[config.mk]
export PLATFORM = sky130hd
export DESIGN_NAME = ex_mem_pipe_stage_flat
export DESIGN_NICKNAME = d
export VERILOG_FILES = /design/src/rtl/ex_mem_pipe_stage_if.sv /design/src/rtl/ex_mem_pipe_stage.sv /design/src/flat_wrapper.sv
export SDC_FILE = /design/constraint.sdc
export NUM_CORES = 1
export LEC_CHECK = 0
export BUFFER_PORTS_ARGS = -buffer_cell sky130_fd_sc_hd__buf_2
export CORE_AREA = 2 2 141 143
export CTS_CLUSTER_SIZE = 20
export DETAILED_ROUTE_END_ITERATION = 12
export DIE_AREA = 0 0 143 145
export GPL_ROUTABILITY_DRIVEN = 0
export PLACE_DENSITY = 0.55
export SKIP_LAST_GASP = 1
export SYNTH_ARGS = -nofsm -noshare
export SYNTH_HDL_FRONTEND = slang
export SYNTH_SLANG_ARGS = --single-unit
export TNS_END_PERCENT = 1
[constraint.sdc]
create_clock -name clk -period 1.2 [get_ports clk]
set_clock_uncertainty 0.05 [all_clocks]
set_input_delay 0.24 -clock clk [delete_from_list [all_inputs] [get_ports clk]]
set_output_delay 0.24 -clock clk [all_outputs]
set_load 0.005 [all_outputs]
[src/rtl/ex_mem_pipe_stage_if.sv]
// ----------------------------------------------------------------------------
// ex_mem_pipe_stage_if
// Bundles every EX->MEM pipeline-register signal except clk/rst so the stage
// and its environment connect through a single port.
//
// Modports
//   slave  : the pipeline stage itself (consumes *E, ReadyM, FlushM; drives
//            ReadyE and the *M head outputs plus CountM)
//   master : the surrounding EX/MEM logic (drives *E, ReadyM, FlushM)
//
// Signal summary
//   FlushM                      discard all held entries
//   ValidE / ReadyE             EX-side handshake
//   ALUResultE RdE WriteDataE   EX-side data payload
//   PCPlus4E                    EX-side PC+4
//   RegWriteE MemWriteE         EX-side write enables
//   ResultSrcE Funct3E          EX-side control payload
//   ValidM / ReadyM             MEM-side handshake
//   *M                          head entry payload (write enables gated)
//   CountM                      entries currently held (0..2)
// ----------------------------------------------------------------------------
interface ex_mem_pipe_stage_if #(
   parameter int DATA_WIDTH     = 32,
   parameter int REG_ADDR_WIDTH = 5,
   parameter int RESULT_SRC_W   = 2
);
   logic                      FlushM;

   logic                      ValidE;
   logic                      ReadyE;
   logic [DATA_WIDTH-1:0]     ALUResultE;
   logic [REG_ADDR_WIDTH-1:0] RdE;
   logic [DATA_WIDTH-1:0]     WriteDataE;
   logic [DATA_WIDTH-1:0]     PCPlus4E;
   logic                      RegWriteE;
   logic                      MemWriteE;
   logic [RESULT_SRC_W-1:0]   ResultSrcE;
   logic [2:0]                Funct3E;

   logic                      ValidM;
   logic                      ReadyM;
   logic [DATA_WIDTH-1:0]     ALUResultM;
   logic [REG_ADDR_WIDTH-1:0] RdM;
   logic [DATA_WIDTH-1:0]     WriteDataM;
   logic [DATA_WIDTH-1:0]     PCPlus4M;
   logic                      RegWriteM;
   logic                      MemWriteM;
   logic [RESULT_SRC_W-1:0]   ResultSrcM;
   logic [2:0]                Funct3M;
   logic [1:0]                CountM;

   modport slave (
      input  FlushM,
      input  ValidE, ALUResultE, RdE, WriteDataE, PCPlus4E,
      input  RegWriteE, MemWriteE, ResultSrcE, Funct3E,
      output ReadyE,
      output ValidM, ALUResultM, RdM, WriteDataM, PCPlus4M,
      output RegWriteM, MemWriteM, ResultSrcM, Funct3M, CountM,
      input  ReadyM
   );

   modport master (
      output FlushM,
      output ValidE, ALUResultE, RdE, WriteDataE, PCPlus4E,
      output RegWriteE, MemWriteE, ResultSrcE, Funct3E,
      input  ReadyE,
      input  ValidM, ALUResultM, RdM, WriteDataM, PCPlus4M,
      input  RegWriteM, MemWriteM, ResultSrcM, Funct3M, CountM,
      output ReadyM
   );
endinterface

[src/rtl/ex_mem_pipe_stage.sv]
// ----------------------------------------------------------------------------
// ex_mem_pipe_stage
// Elastic EX->MEM pipeline register. Holds the ALU result, Rd, store data,
// PC+4 and MEM/WB control bits under a valid/ready handshake, with flush
// (bubble insertion) and optional skid buffering.
//
// Ports
//   clk  : rising-edge clock
//   rst  : synchronous, active-high reset
//   bus  : ex_mem_pipe_stage_if.slave (EX handshake + payload in,
//          MEM handshake + head payload out, FlushM, CountM)
//
// Configuration macro
//   EXMEM_SKID_EN defined   : two-entry stage (head + skid). ReadyE depends
//                             only on registered state, so MEM stalls never
//                             ripple combinationally back into EX.
//   EXMEM_SKID_EN undefined : single-entry stage; ReadyE = !ValidM | ReadyM.
// ----------------------------------------------------------------------------
module ex_mem_pipe_stage #(
   parameter int DATA_WIDTH     = 32,
   parameter int REG_ADDR_WIDTH = 5,
   parameter int RESULT_SRC_W   = 2
) (
   input  logic                    clk,
   input  logic                    rst,
   ex_mem_pipe_stage_if.slave      bus
);

   typedef struct packed {
      logic [DATA_WIDTH-1:0]     alu_result;
      logic [REG_ADDR_WIDTH-1:0] rd;
      logic [DATA_WIDTH-1:0]     write_data;
      logic [DATA_WIDTH-1:0]     pc_plus4;
      logic                      reg_write;
      logic                      mem_write;
      logic [RESULT_SRC_W-1:0]   result_src;
      logic [2:0]                funct3;
   } entry_t;

`ifdef EXMEM_SKID_EN
   typedef enum logic [1:0] {
      ST_EMPTY = 2'd0,
      ST_FULL  = 2'd1,
      ST_SKID  = 2'd2
   } state_t;
`else
   typedef enum logic {
      ST_EMPTY = 1'b0,
      ST_FULL  = 1'b1
   } state_t;
`endif

   state_t state_q, state_d;
   entry_t head_q,  head_d;
`ifdef EXMEM_SKID_EN
   entry_t skid_q,  skid_d;
`endif

   entry_t in_entry;
   logic   ready_e;
   logic   valid_m;
   logic   accept;
   logic   advance;

   assign in_entry = '{
      alu_result: bus.ALUResultE,
      rd:         bus.RdE,
      write_data: bus.WriteDataE,
      pc_plus4:   bus.PCPlus4E,
      reg_write:  bus.RegWriteE,
      mem_write:  bus.MemWriteE,
      result_src: bus.ResultSrcE,
      funct3:     bus.Funct3E
   };

   assign valid_m = (state_q != ST_EMPTY);

   // ReadyE is forced low during reset so nothing is accepted until the
   // stage is known to be empty.
`ifdef EXMEM_SKID_EN
   assign ready_e = !rst && (state_q != ST_SKID);
`else
   assign ready_e = !rst && (!valid_m || bus.ReadyM);
`endif

   assign accept  = bus.ValidE && ready_e;
   assign advance = valid_m && bus.ReadyM;

   // ---------------------------------------------------------------------
   // Next-state / next-payload
   // ---------------------------------------------------------------------
   always_comb begin
      // NOTE: every variable gets a default first so no path leaves it
      // unassigned, which would otherwise infer a latch.
      state_d = state_q;
      head_d  = head_q;
`ifdef EXMEM_SKID_EN
      skid_d  = skid_q;
`endif

      case (state_q)
         ST_EMPTY: begin
            if (accept) begin
               state_d = ST_FULL;
               head_d  = in_entry;
            end
         end
         ST_FULL: begin
            if (accept && advance) begin
               head_d  = in_entry;
            end else if (advance) begin
               state_d = ST_EMPTY;
`ifdef EXMEM_SKID_EN
            end else if (accept) begin
               // MEM stalled but EX already saw ReadyE=1: park it in skid.
               state_d = ST_SKID;
               skid_d  = in_entry;
`endif
            end
         end
`ifdef EXMEM_SKID_EN
         ST_SKID: begin
            if (advance) begin
               state_d = ST_FULL;
               head_d  = skid_q;
            end
         end
`endif
         default: state_d = ST_EMPTY;
      endcase

      // Flush wins over accept/advance; any entry accepted now is dropped.
      if (bus.FlushM) begin
         state_d = ST_EMPTY;
      end
   end

   // ---------------------------------------------------------------------
   // State and payload registers
   // ---------------------------------------------------------------------
   always_ff @(posedge clk) begin
      // NOTE: non-blocking assignments so every register samples the
      // pre-edge values regardless of statement order.
      if (rst) begin
         // NOTE: payload registers are reset too, because the head payload
         // drives the *M outputs directly and must read zero out of reset.
         state_q <= ST_EMPTY;
         head_q  <= '0;
`ifdef EXMEM_SKID_EN
         skid_q  <= '0;
`endif
      end else begin
         state_q <= state_d;
         head_q  <= head_d;
`ifdef EXMEM_SKID_EN
         skid_q  <= skid_d;
`endif
      end
   end

   // ---------------------------------------------------------------------
   // Outputs
   // ---------------------------------------------------------------------
   assign bus.ReadyE     = ready_e;
   assign bus.ValidM     = valid_m;
   assign bus.ALUResultM = head_q.alu_result;
   assign bus.RdM        = head_q.rd;
   assign bus.WriteDataM = head_q.write_data;
   assign bus.PCPlus4M   = head_q.pc_plus4;
   assign bus.ResultSrcM = head_q.result_src;
   assign bus.Funct3M    = head_q.funct3;
   // Bubbles (and stale payload after a flush) must never write RF/memory.
   assign bus.RegWriteM  = head_q.reg_write && valid_m;
   assign bus.MemWriteM  = head_q.mem_write && valid_m;

`ifdef EXMEM_SKID_EN
   assign bus.CountM = (state_q == ST_SKID) ? 2'd2 :
                       (state_q == ST_FULL) ? 2'd1 : 2'd0;
`else
   assign bus.CountM = {1'b0, (state_q == ST_FULL)};
`endif

endmodule

[src/flat_wrapper.sv]
// flat-port wrapper written by rule: the top's interface ports become plain ports
module ex_mem_pipe_stage_flat 
#(
   parameter int DATA_WIDTH     = 32,
   parameter int REG_ADDR_WIDTH = 5,
   parameter int RESULT_SRC_W   = 2
)
  (clk, rst, bus_FlushM, bus_ValidE, bus_ALUResultE, bus_RdE, bus_WriteDataE, bus_PCPlus4E, bus_RegWriteE, bus_MemWriteE, bus_ResultSrcE, bus_Funct3E, bus_ReadyE, bus_ValidM, bus_ALUResultM, bus_RdM, bus_WriteDataM, bus_PCPlus4M, bus_RegWriteM, bus_MemWriteM, bus_ResultSrcM, bus_Funct3M, bus_CountM, bus_ReadyM);
  ex_mem_pipe_stage_if #(.DATA_WIDTH(DATA_WIDTH), .REG_ADDR_WIDTH(REG_ADDR_WIDTH), .RESULT_SRC_W(RESULT_SRC_W)) bus_i ();
  input  logic clk;
  input  logic rst;
  input wire logic [$bits(bus_i.FlushM)-1:0] bus_FlushM;
  input wire logic [$bits(bus_i.ValidE)-1:0] bus_ValidE;
  input wire logic [$bits(bus_i.ALUResultE)-1:0] bus_ALUResultE;
  input wire logic [$bits(bus_i.RdE)-1:0] bus_RdE;
  input wire logic [$bits(bus_i.WriteDataE)-1:0] bus_WriteDataE;
  input wire logic [$bits(bus_i.PCPlus4E)-1:0] bus_PCPlus4E;
  input wire logic [$bits(bus_i.RegWriteE)-1:0] bus_RegWriteE;
  input wire logic [$bits(bus_i.MemWriteE)-1:0] bus_MemWriteE;
  input wire logic [$bits(bus_i.ResultSrcE)-1:0] bus_ResultSrcE;
  input wire logic [$bits(bus_i.Funct3E)-1:0] bus_Funct3E;
  output wire logic [$bits(bus_i.ReadyE)-1:0] bus_ReadyE;
  output wire logic [$bits(bus_i.ValidM)-1:0] bus_ValidM;
  output wire logic [$bits(bus_i.ALUResultM)-1:0] bus_ALUResultM;
  output wire logic [$bits(bus_i.RdM)-1:0] bus_RdM;
  output wire logic [$bits(bus_i.WriteDataM)-1:0] bus_WriteDataM;
  output wire logic [$bits(bus_i.PCPlus4M)-1:0] bus_PCPlus4M;
  output wire logic [$bits(bus_i.RegWriteM)-1:0] bus_RegWriteM;
  output wire logic [$bits(bus_i.MemWriteM)-1:0] bus_MemWriteM;
  output wire logic [$bits(bus_i.ResultSrcM)-1:0] bus_ResultSrcM;
  output wire logic [$bits(bus_i.Funct3M)-1:0] bus_Funct3M;
  output wire logic [$bits(bus_i.CountM)-1:0] bus_CountM;
  input wire logic [$bits(bus_i.ReadyM)-1:0] bus_ReadyM;
  assign bus_i.FlushM = bus_FlushM;
  assign bus_i.ValidE = bus_ValidE;
  assign bus_i.ALUResultE = bus_ALUResultE;
  assign bus_i.RdE = bus_RdE;
  assign bus_i.WriteDataE = bus_WriteDataE;
  assign bus_i.PCPlus4E = bus_PCPlus4E;
  assign bus_i.RegWriteE = bus_RegWriteE;
  assign bus_i.MemWriteE = bus_MemWriteE;
  assign bus_i.ResultSrcE = bus_ResultSrcE;
  assign bus_i.Funct3E = bus_Funct3E;
  assign bus_ReadyE = bus_i.ReadyE;
  assign bus_ValidM = bus_i.ValidM;
  assign bus_ALUResultM = bus_i.ALUResultM;
  assign bus_RdM = bus_i.RdM;
  assign bus_WriteDataM = bus_i.WriteDataM;
  assign bus_PCPlus4M = bus_i.PCPlus4M;
  assign bus_RegWriteM = bus_i.RegWriteM;
  assign bus_MemWriteM = bus_i.MemWriteM;
  assign bus_ResultSrcM = bus_i.ResultSrcM;
  assign bus_Funct3M = bus_i.Funct3M;
  assign bus_CountM = bus_i.CountM;
  assign bus_i.ReadyM = bus_ReadyM;
  ex_mem_pipe_stage #(.DATA_WIDTH(DATA_WIDTH), .REG_ADDR_WIDTH(REG_ADDR_WIDTH), .RESULT_SRC_W(RESULT_SRC_W)) u_core (.clk(clk), .rst(rst), .bus(bus_i));
endmodule
======== Word level (Yosys, flattened, before mapping) ========
Cells that the tools add are included.
cells by class
  bitwise gates (word level) .............. 1
  reduce and logical (&&, ||, !) cells .... 11
  equal/unequal tests ..................... 2
  mux-type cells .......................... 7
operator list
  cell                                                             count
  108-bit two-way mux                                              2
  108-bit one-hot mux with 2 select lines                          1
  1-bit logical AND                                                6
  1-bit two-way mux                                                3
  1-bit logical NOT                                                2
  2-bit by 1-bit != test with 1-bit output, second input constant  1
  2-bit != test, second input constant                             1
  1-bit one-hot mux with 2 select lines                            1
  2-bit AND reduction                                              1
  2-bit OR reduction                                               1
  1-bit logical OR                                                 1
  1-bit NOT                                                        1
word-level totals
  output and inout port bits .............. 112
  register bits ........................... 109
  input bits .............................. 113
  logic and storage cells ................. 30

======== Depth between registers and ports, before layout ========
Gate-level depths: netlist of the first run.
  depth in word-level cells ............... 7
  mapped depth ............................ 6

======== Least setup slack after synthesis of the first run ========
No wires, ideal clock.
  path type ............................... reg-to-reg
  start point ............................. register u_core.state_q (netlist: u_core.bus.ValidM)
  end point ............................... register u_core.head_q, in the netlist u_core.bus.PCPlus4M[0]
  buffers on the path ..................... 3
  path slack .............................. -114 ps
  cell stages (with the launch flop) ...... 7
  library setup time ...................... 72 ps
  arrival ................................. 1193 ps
  data required time ...................... 1078 ps
  cells stage by stage .................... dfxtp_1 > nor2b_4 > nor2b_1 > buf_6 > buf_6 > buf_6 > mux2i_1
on the way
  cells in the longest elaborated chain, start to end .. 7
  elaborated cells between the ends (all ways) .. 11
  classes of those cells .................. 2 x eq/ne; 1 x mux; 1 x bitwise; 7 x reduce/logical
RTL lines
  element                               line                      source
  start: declaration                    ex_mem_pipe_stage.sv:53   state_t state_q, state_d;
  start signal: assignment              ex_mem_pipe_stage.sv:153  state_q <= state_d;
  1-bit logical NOT                     ex_mem_pipe_stage.sv:83   assign ready_e = !rst && (!valid_m || bus.ReadyM);
  1-bit logical OR                      ex_mem_pipe_stage.sv:83
  1-bit logical AND                     ex_mem_pipe_stage.sv:83
  1-bit logical AND                     ex_mem_pipe_stage.sv:86   assign accept = bus.ValidE && ready_e;
  1-bit logical AND                     ex_mem_pipe_stage.sv:109  if (accept && advance) begin
  2-bit != test (no source line)        n/a
  2-bit AND reduction (no source line)  n/a
  end signal: assignment                ex_mem_pipe_stage.sv:148  head_q <= '0;
  end signal: assignment                ex_mem_pipe_stage.sv:154  head_q <= head_d;
  end: declaration                      ex_mem_pipe_stage.sv:54   entry_t head_q, head_d;
Several ways; a longest one is shown, not always the timed one.
A chain may end at the register's enable or synchronous reset.

======== Final worst setup path of the first run ========
  start point ............................. register u_core.state_q (netlist: u_core.bus.ValidM)
  end point ............................... output port bus_ReadyE
on the way
  cells in the longest elaborated chain, start to end .. 3
RTL lines
  element            line                     source
  1-bit logical NOT  ex_mem_pipe_stage.sv:83
  1-bit logical OR   ex_mem_pipe_stage.sv:83
  1-bit logical AND  ex_mem_pipe_stage.sv:83
  end: declaration   flat_wrapper.sv:22       output wire logic [$bits(bus_i.ReadyE)-1:0] bus_ReadyE;
Every way passes these cells.

==> results.py, run 1 <==
metrics = {
    "sta": {
        "rsz0062_at_grt": "yes",
        "period_needed_ns": 1.40,
        "fin_crit_sh": 1.17,
        "setup_ws_ns": -0.203,
        "worst_slew_pin_slew_ns": 0.509,
        "setup_viol": 100,
        "finalHoldViolCount": 0,
        "slew_headroom": 0.661,
        "slew_viol_final": 0,
        "fmax_mhz": 713,
    },
    "yosys": {
        "synthCells": 585,
        "syn_area_sq_um": 5670,
        "synth.ff_latch_count": 109,
        "yosysSeqAreaShare": 0.385,
        "syn_nets": 698,
        "syn-mean-instance-area_sq_um": 9.70,
        "ys_types": 13,
        "yosysWarnings": 0,
    },
    "place": {
        "portBuffers": 223,
        "dpl_cell_area_sq_um": 6490,
        "dp.cells": 961,
        "hpwl_um": 8720,
    },
    "cts": {
        "path_clk_slew_ns": 0.07,
        "post_cts_buffers": 0,
        "htreeDepth": 3,
        "cts_tree": "done",
        "cts_buffer_depth": 2,
        "cts.sinks": 109,
        "clock_latency_ns": 0.35,
        "cts_root_buffer": "clkbuf_16",
        "cts_buffers": 9,
    },
    "floorplanning": {
        "pin_count": 225,
        "dieArea_sq_um": 20700,
        "die_width_um": 143,
        "row_count": 51,
        "die_h_um": 145,
        "core-area_sq_um": 19200,
        "initial_core_util": 0.295,
    },
    "worst_hold_path": {
        "holdPathEnd": "u_core.bus.ALUResultM[27]$_SDFFE_PP0P_",
        "hp-class": "in2reg",
        "min-delay-start": "bus_ALUResultE[27]",
        "hold_depth": 3,
    },
    "route": {
        "drc": 0,
        "first_pass_iters": 3,
        "vias": 3814,
        "ant_nets": 0,
        "wl_per_cell_um": 12.1,
        "routed_via_density": 3.90,
        "wl_um": 11800,
        "first_iter_violations": 94,
    },
    "setup_path": {
        "ff2ff_setup_slack_ns": -0.09,
        "cp.required_ns": 0.91,
        "critPathBufInv": 2,
        "r2r-start": "u_core.bus.ValidM$_SDFF_PP0_",
        "crit_family": "flip-flops",
        "cp-start-kind": "flip-flop",
        "crit_path_max_incr_delay_ns": 0.33,
        "crit_fanout": 2,
        "r2r_cells": 5,
        "reg2reg_to": "u_core.bus.PCPlus4M[0]$_SDFFE_PP0P_",
        "critical_path.cell_chain": "nor2b_4 > buf_6 > nor2_4 > buf_2",
        "crit_type": "reg2out",
        "cp.arrival_ns": 1.11,
        "slowest_stage": "dfxtp_2",
        "cp-end-kind": "output pin",
    },
    "cells_and_area": {
        "post-route-cell-area_sq_um": 6810,
        "drive_gt1_frac": 0.383,
        "most-common-layout-cells": "222 x buf_2, 216 x nand2b_1, 108 x mux2i_1, 108 x dfxtp_1, 22 x buf_4",
        "final_common_cell": "buf_2",
        "diodes": 0,
        "final_cells": 977,
        "syn2layout_area_growth_pct": 20.1,
        "final_nets": 821,
    },
    "global_route": {
        "grt_first_pass_wirelength_um": 18900,
        "track_usage": 0.115,
        "antenna_found_initial": 1,
        "grt_overflow_total": 0,
        "grt_max_degree": 73,
        "grt_pass1_vias": 3757,
    },
    "power_and_ir_drop": {
        "cellPowerDensity_nw_per_um2": 1220,
        "p_leak_nw": 3.30,
        "peakVddDrop_mv": 0.615,
    },
    "flow_run": {
        "drv_cap": 0,
    },
    "run_status": {
        "failed_checks": "setup timing",
        "status": "finished, violations left",
    },
}
through the flow:
| step | utilization | power [mW] | setup WS (ns) | setup TNS, ns | hold slack (ns) |
|---|---|---|---|---|---|
| after floorplan | - | 5.01 | -0.0805 | -1.61 | 0.259 |
| after global placement | 0.338 | 5.34 | -0.0573 | -2.59 | 0.371 |
| after detailed placement | 0.338 | 5.34 | -0.0910 | -3.50 | 0.368 |
| after CTS | 0.355 | 8.52 | -0.235 | -6.95 | 0.0696 |
| after global routing | 0.355 | 8.77 | -0.256 | -10.87 | 0.0850 |
| final | 0.355 | 8.33 | -0.203 | -4.87 | 0.0929 |
where the power goes:
part / switching (mW) / internal [mW]
Combinational: 0.529 / 0.742
Clock: 1.36 / 1.73
Sequential: 0.118 / 3.85
Total: 2.00 / 6.32
Yosys cell counts:
cell type | instances | area, sq um
nor2b_1 | 1 | 6.26
mux2i_1 | 108 | 1080
nand2b_1 | 216 | 1350
clkbuf_1 | 22 | 82.6
dfxtp_1 | 109 | 2180
nor3_1 | 1 | 5.00
nor2_1 | 2 | 7.51
buf_2 | 2 | 10.0
and2_1 | 2 | 12.5
conb_1 | 1 | 3.75
buf_4 | 116 | 871
buf_6 | 4 | 45.0
nor2b_4 | 1 | 13.8
registers in the layout (all words and copies together) (netlist names):
register               count
u_core.bus.ALUResultM     32
u_core.bus.PCPlus4M       32
u_core.bus.WriteDataM     32
u_core.bus.RdM             5
u_core.bus.Funct3M         3
u_core.bus.ResultSrcM      2
u_core.head_q              2
u_core.bus.ValidM          1
tightest hold or removal path: stages:
cell	delay, ns
buf_2	0.09
nand2b_1	0.05
mux2i_1	0.06
metal layers:
layer / part of all wire / track usage / wire length, um
met1: 0.46 / 0.143 / 5420
met2: 0.44 / 0.181 / 5220
met5: 0.0011 / 0 / 13
met4: 0.023 / 0.0510 / 274
met3: 0.074 / 0.0350 / 875
cells by family after synthesis:
| group | share of synthesized area |
|---|---|
| and+or+nand+nor | 0.246 |
| muxes | 0.191 |
| buffers and inverters | 0.178 |
| other | 0.000661 |
| DFF | 0.385 |
final cells by class:
type | instances | area, sq um
flip-flops and latches | 109 | 2180
well taps | 265 | 332
multi-input cells | 332 | 2500
clock buffers | 12 | 256
repair buffers | 256 | 1500
fillers | 1980 | 12400
clock inverters | 3 | 45.0
repair_timing:
item / 4_1_cts / 5_1_grt
setup endpoints to repair: 100 / 108
resized for setup: 3 / 0
hold buffers: 1 / 0
endpoints found under the hold margin: 1 / 0
worst max path at each step:
stage	from	endpoint	slack (ns)	cells after the start
floorplan	u_core.bus.ValidM$_SDFF_PP0_	u_core.bus.PCPlus4M[0]$_SDFFE_PP0P_	-0.08	6
global placement	u_core.bus.ValidM$_SDFF_PP0_	u_core.bus.WriteDataM[14]$_SDFFE_PP0P_	-0.06	5
detailed placement	u_core.bus.ValidM$_SDFF_PP0_	u_core.bus.PCPlus4M[0]$_SDFFE_PP0P_	-0.09	5
CTS	u_core.bus.ValidM$_SDFF_PP0_	bus_ReadyE	-0.24	4
global route	u_core.bus.ValidM$_SDFF_PP0_	bus_ReadyE	-0.26	4
finish	u_core.bus.ValidM$_SDFF_PP0_	bus_ReadyE	-0.20	4
Power figures use the tool's default switching activity.
==> run 2, diff against run 1 <==
CORE_AREA = 2 2 123 125   (was 2 2 141 143)
DIE_AREA = 0 0 125 127   (was 0 0 143 145)
PLACE_DENSITY = 0.69   (was 0.55)
==> run 2 against run 1 <==
Effect of this change:
- worst setup slack worse by 0.025 ns
- largest power group unchanged
- routed wire length decreased by 3.1%
- register-to-register slack got worse by 0.14 ns
- power rose by 3.0%
- core utilization grew 13 points
- cell area up 1.9%
- largest cell class unchanged
- count of clock-buffer cells in the layout is 1 higher
- sequential share of layout area down 0.61 points
- the flow still finishes with violations (setup timing)
- final cell count shrank 7.9%
- maximum frequency down 1.8%
==> results.py, run 2 (same netlist as run 1, synthesis figures left out) <==
metrics = {
    "floorplanning": {
        "pin_count": 225,
        "dieArea_sq_um": 15900,
        "die_h_um": 127,
        "core-area_sq_um": 14400,
        "initial_core_util": 0.393,
        "row_count": 44,
        "die_width_um": 125,
    },
    "route": {
        "wl_um": 11400,
        "wl_per_cell_um": 12.7,
        "first_pass_iters": 4,
        "ant_nets": 0,
        "vias": 3835,
        "drc": 0,
        "first_iter_violations": 111,
        "routed_via_density": 4.26,
    },
    "sta": {
        "setup_viol": 113,
        "slew_viol_final": 0,
        "rsz0062_at_grt": "yes",
        "fmax_mhz": 700,
        "setup_tns_ns": -19.70,
        "period_needed_ns": 1.43,
        "setup_ws_ns": -0.229,
        "fin_crit_sh": 1.19,
        "finalHoldViolCount": 0,
    },
    "setup_path": {
        "crit_type": "reg2reg",
        "cp-start-kind": "flip-flop",
        "cp.required_ns": 1.42,
        "cp.arrival_ns": 1.65,
        "crit_fanout": 8,
        "cp-end-kind": "flip-flop",
    },
    "place": {
        "dpl_cell_area_sq_um": 6320,
        "hpwl_um": 8010,
        "portBuffers": 223,
        "place_ws_ns": -0.0725,
    },
    "power_and_ir_drop": {
        "peakVddDrop_mv": 0.736,
        "cellPowerDensity_nw_per_um2": 1240,
        "p_leak_nw": 3.39,
    },
    "global_route": {
        "met3_usage": 0.0519,
        "grt_pass1_vias": 3677,
        "track_usage": 0.136,
        "grt_first_pass_wirelength_um": 17700,
        "grt_max_degree": 87,
        "grtUsageMet1": 0.166,
        "antenna_found_initial": 0,
        "met2_usage": 0.221,
        "grt_overflow_total": 0,
        "busiest_layer": "met2",
    },
    "flow_run": {
        "drv_cap": 0,
    },
    "cells_and_area": {
        "final_common_cell": "buf_2",
        "final_nets": 824,
        "syn2layout_area_growth_pct": 22.4,
        "diodes": 0,
        "post-route-cell-area_sq_um": 6940,
        "drive_gt1_frac": 0.390,
        "most-common-layout-cells": "222 x buf_2, 216 x nand2b_1, 108 x dfxtp_1",
    },
    "run_status": {
        "failed_checks": "setup timing",
        "status": "finished, violations left",
    },
    "cts": {
        "path_clk_slew_ns": 0.07,
        "cts.sinks": 109,
        "cts_root_buffer": "clkbuf_16",
        "htreeDepth": 3,
        "cts_buffers": 9,
        "clock_latency_ns": 0.34,
        "cts_tree": "done",
        "cts_buffer_depth": 2,
    },
    "worst_hold_path": {
        "hp-class": "in2reg",
    },
}
[run 2: per-layer routing]
layer / vias up / routed length [um]
met3: 10 / 1010
li1: 1992 / -
met1: 1683 / 5080
met5: - / 0
met2: 150 / 5180
met4: 0 / 158
[run 2: metrics by stage]
stage	hold slack [ns]	std cells	utilization	power (mW)
floorplan	0.259	585	-	5.01
finish	0.0939	900	0.481	8.58
global route	0.0825	900	0.481	9.01
CTS	0.0738	889	0.463	8.61
detailed placement	0.362	870	0.438	5.31
global placement	0.349	870	0.438	5.29
[run 2: worst max-delay path, stage by stage, from the launching register on]
cell,delay (ns)
dfxtp_2,0.32
nor2b_4,0.12
buf_6,0.11
nor2b_4,0.12
buf_6,0.13
buf_12,0.15
buf_12,0.14
mux2i_1,0.20
[run 2: final cells by class]
class                   instances  area (sq um)
repair buffers                259          1690
clock buffers                  13           260
multi-input cells             332          2510
fillers                      1363          7480
well taps                     184           230
flip-flops and latches        109          2180
clock inverters                 3          67.6
[run 2: worst paths after layout]
path | startpoint | end | slack (ns) | cells past startpoint
worst min register to register | u_core.bus.WriteDataM[29]$_SDFFE_PP0P_ | u_core.bus.WriteDataM[29]$_SDFFE_PP0P_ | 0.42 | 2
worst max register to register | u_core.bus.ValidM$_SDFF_PP0_ | u_core.bus.PCPlus4M[11]$_SDFFE_PP0P_ | -0.23 | 7
worst max-delay path | u_core.bus.ValidM$_SDFF_PP0_ | u_core.bus.PCPlus4M[11]$_SDFFE_PP0P_ | -0.23 | 7
worst min-delay path | bus_ALUResultE[28] | u_core.bus.ALUResultM[28]$_SDFFE_PP0P_ | 0.09 | 3
[run 2: power by group]
group / switching (mW) / internal (mW)
sequential: 0.115 / 3.86
clock: 1.29 / 1.95
combinational: 0.553 / 0.816
total: 1.96 / 6.62
[run 2: timing repair]
action | in CTS | in global routing
hold buffers | 1 | 0
endpoints found under the setup margin | 106 | 113
setup buffers | 2 | 3
pin swaps | 1 | 0
endpoints found under the hold margin | 1 | 0
cloned | 0 | 8
resized for setup | 1 | 9
==> run 3, diff against run 2 <==
--- a/config.mk
+++ b/config.mk
@@ -13,4 +13,5 @@
 export GPL_ROUTABILITY_DRIVEN = 0
 export PLACE_DENSITY = 0.69
+export RECOVER_POWER = 50
 export SKIP_LAST_GASP = 1
 export SYNTH_ARGS = -nofsm -noshare
==> constraint.sdc (replaced) <==
create_clock -name clk -period 1.2 [get_ports clk]
set_clock_uncertainty 0.05 [all_clocks]
set_input_delay 0.06 -clock clk [delete_from_list [all_inputs] [get_ports clk]]
set_output_delay 0.06 -clock clk [all_outputs]
set_load 0.005 [all_outputs]
==> run 3 against run 2 <==
Effect of this change:
- critical endpoint is now u_core.bus.PCPlus4M[25]$_SDFFE_PP0P_
- core utilization rose by 5.8 points
- cell area up 12%
- global-route usage grew 2.1 points
- the flow still finishes with violations (setup timing)
==> results.py, run 3 (same netlist as run 1, synthesis figures left out) <==
metrics = {
    "cells_and_area": {
        "utilization": 0.539,
        "final_common_cell": "nand2b_1",
        "multiInputGateArea_sq_um": 2490,
        "most-common-layout-cells": "216 x nand2b_1, 187 x buf_2, 110 x dlygate4sd3_1",
        "fillCellCount": 1291,
        "post-route-cell-area_sq_um": 7780,
        "seq_area_sq_um": 2180,
        "diodes": 0,
        "drive_gt1_frac": 0.285,
        "syn2layout_area_growth_pct": 37.1,
        "final_nets": 926,
    },
    "global_route": {
        "track_usage": 0.157,
        "antenna_found_initial": 0,
        "grt_overflow_total": 0,
        "grt_pass1_vias": 4254,
        "grt_max_degree": 69,
        "grt_first_pass_wirelength_um": 20600,
    },
    "worst_hold_path": {
        "min-delay-start": "bus_ReadyM",
        "hp-class": "in2reg",
        "holdPathEnd": "u_core.bus.ValidM$_SDFF_PP0_",
        "hold_depth": 5,
    },
    "setup_path": {
        "reg2reg_to": "u_core.bus.PCPlus4M[25]$_SDFFE_PP0P_",
        "cp.required_ns": 1.41,
        "crit_fanout": 11,
        "r2r-start": "u_core.bus.ValidM$_SDFF_PP0_",
        "crit_type": "reg2reg",
        "r2r_cells": 5,
        "cp.arrival_ns": 1.51,
        "cp-end-kind": "flip-flop",
        "ff2ff_setup_slack_ns": -0.09,
        "cp-start-kind": "flip-flop",
    },
    "route": {
        "wl_um": 12600,
        "first_pass_iters": 4,
        "ant_nets": 0,
        "vias": 4223,
        "routed_via_density": 4.22,
        "first_iter_violations": 159,
        "wl_per_cell_um": 12.6,
        "drc": 0,
    },
    "cts": {
        "cts.sinks": 109,
        "cts_tree": "done",
        "cts_resized": 0,
        "clock_latency_ns": 0.34,
        "path_clk_slew_ns": 0.07,
        "cts_root_buffer": "clkbuf_16",
        "cts_buffers": 9,
        "cts_buffer_depth": 2,
        "htreeDepth": 3,
    },
    "sta": {
        "fmax_mhz": 772,
        "setup_viol": 95,
        "period_needed_ns": 1.29,
        "rsz0062_at_grt": "yes",
        "slew_viol_final": 0,
        "finalHoldViolCount": 0,
        "fin_crit_sh": 1.08,
        "setup_ws_ns": -0.0946,
    },
    "floorplanning": {
        "dieArea_sq_um": 15900,
        "die_h_um": 127,
        "pin_count": 225,
        "core-area_sq_um": 14400,
        "row_count": 44,
        "die_width_um": 125,
        "initial_core_util": 0.393,
    },
    "flow_run": {
        "drv_cap": 0,
    },
    "place": {
        "hpwl_um": 7960,
        "dpl_cell_area_sq_um": 6340,
        "portBuffers": 223,
    },
    "power_and_ir_drop": {
        "total_power_mw": 9.09,
        "p_leak_nw": 3.63,
        "cellPowerDensity_nw_per_um2": 1170,
        "peakVddDrop_mv": 0.816,
    },
    "run_status": {
        "failed_checks": "setup timing",
        "status": "finished, violations left",
    },
}
==> run 3: worst max path at each step <==
stage | from | end | slack [ns] | cells after the start
after CTS | u_core.bus.ValidM$_SDFF_PP0_ | u_core.bus.PCPlus4M[9]$_SDFFE_PP0P_ | -0.10 | 5
after floorplan | u_core.bus.ValidM$_SDFF_PP0_ | u_core.bus.PCPlus4M[0]$_SDFFE_PP0P_ | -0.08 | 6
after detailed placement | u_core.bus.ValidM$_SDFF_PP0_ | u_core.bus.PCPlus4M[9]$_SDFFE_PP0P_ | -0.08 | 5
final | u_core.bus.ValidM$_SDFF_PP0_ | u_core.bus.PCPlus4M[25]$_SDFFE_PP0P_ | -0.09 | 5
after global placement | u_core.bus.ValidM$_SDFF_PP0_ | u_core.bus.PCPlus4M[17]$_SDFFE_PP0P_ | -0.04 | 5
after global routing | u_core.bus.ValidM$_SDFF_PP0_ | u_core.bus.WriteDataM[28]$_SDFFE_PP0P_ | -0.16 | 5
==> run 3: routing by layer <==
metal	up-vias	global-route usage	part of all wire
li1	2189	-	-
met1	1865	0.187	0.44
met2	154	0.276	0.48
met3	15	0.0398	0.068
met4	0	0.0575	0.017
met5	-	0	0
==> run 3: per-stage QoR <==
step                instances  hold WS (ns)  TNS (ns)  setup slack (ns)
floorplan                 585        0.0794     -1.61           -0.0805
global placement          874         0.168     -1.60           -0.0431
detailed placement        874         0.177     -3.65           -0.0785
CTS                       999        0.0937     -4.99            -0.102
global route             1001         0.121    -10.67            -0.162
finish                   1001         0.116     -3.98           -0.0946
==> run 3: worst max-delay path: stages, from the launching register on <==
cell and delay [ns]:
dfxtp_2 0.32, nor2b_4 0.13, nor2b_4 0.17, buf_12 0.18
buf_12 0.16, mux2i_1 0.22
==> run 3: repair_timing <==
| action | CTS | global route |
|---|---|---|
| setup endpoints to repair | 100 | 103 |
| setup buffers | 0 | 2 |
| gates cloned | 0 | 0 |
| endpoints found under the hold margin | 109 | 0 |
| hold buffers | 110 | 0 |
==> run 3: area by class of cell <==
class | count | share of cell area
repair buffers | 361 | 0.323
multi-input cells | 332 | 0.320
flip-flops and latches | 109 | 0.281
clock buffers | 11 | 0.0312
well taps | 184 | 0.0296
clock inverters | 4 | 0.0154
==> run 3: power by group <==
group	switching, mW	total, mW	internal, mW	leakage [nW]
sequential	0.120	3.98	3.86	0.900
combinational	0.584	1.53	0.945	2.56
clock	1.28	3.58	2.30	0.176
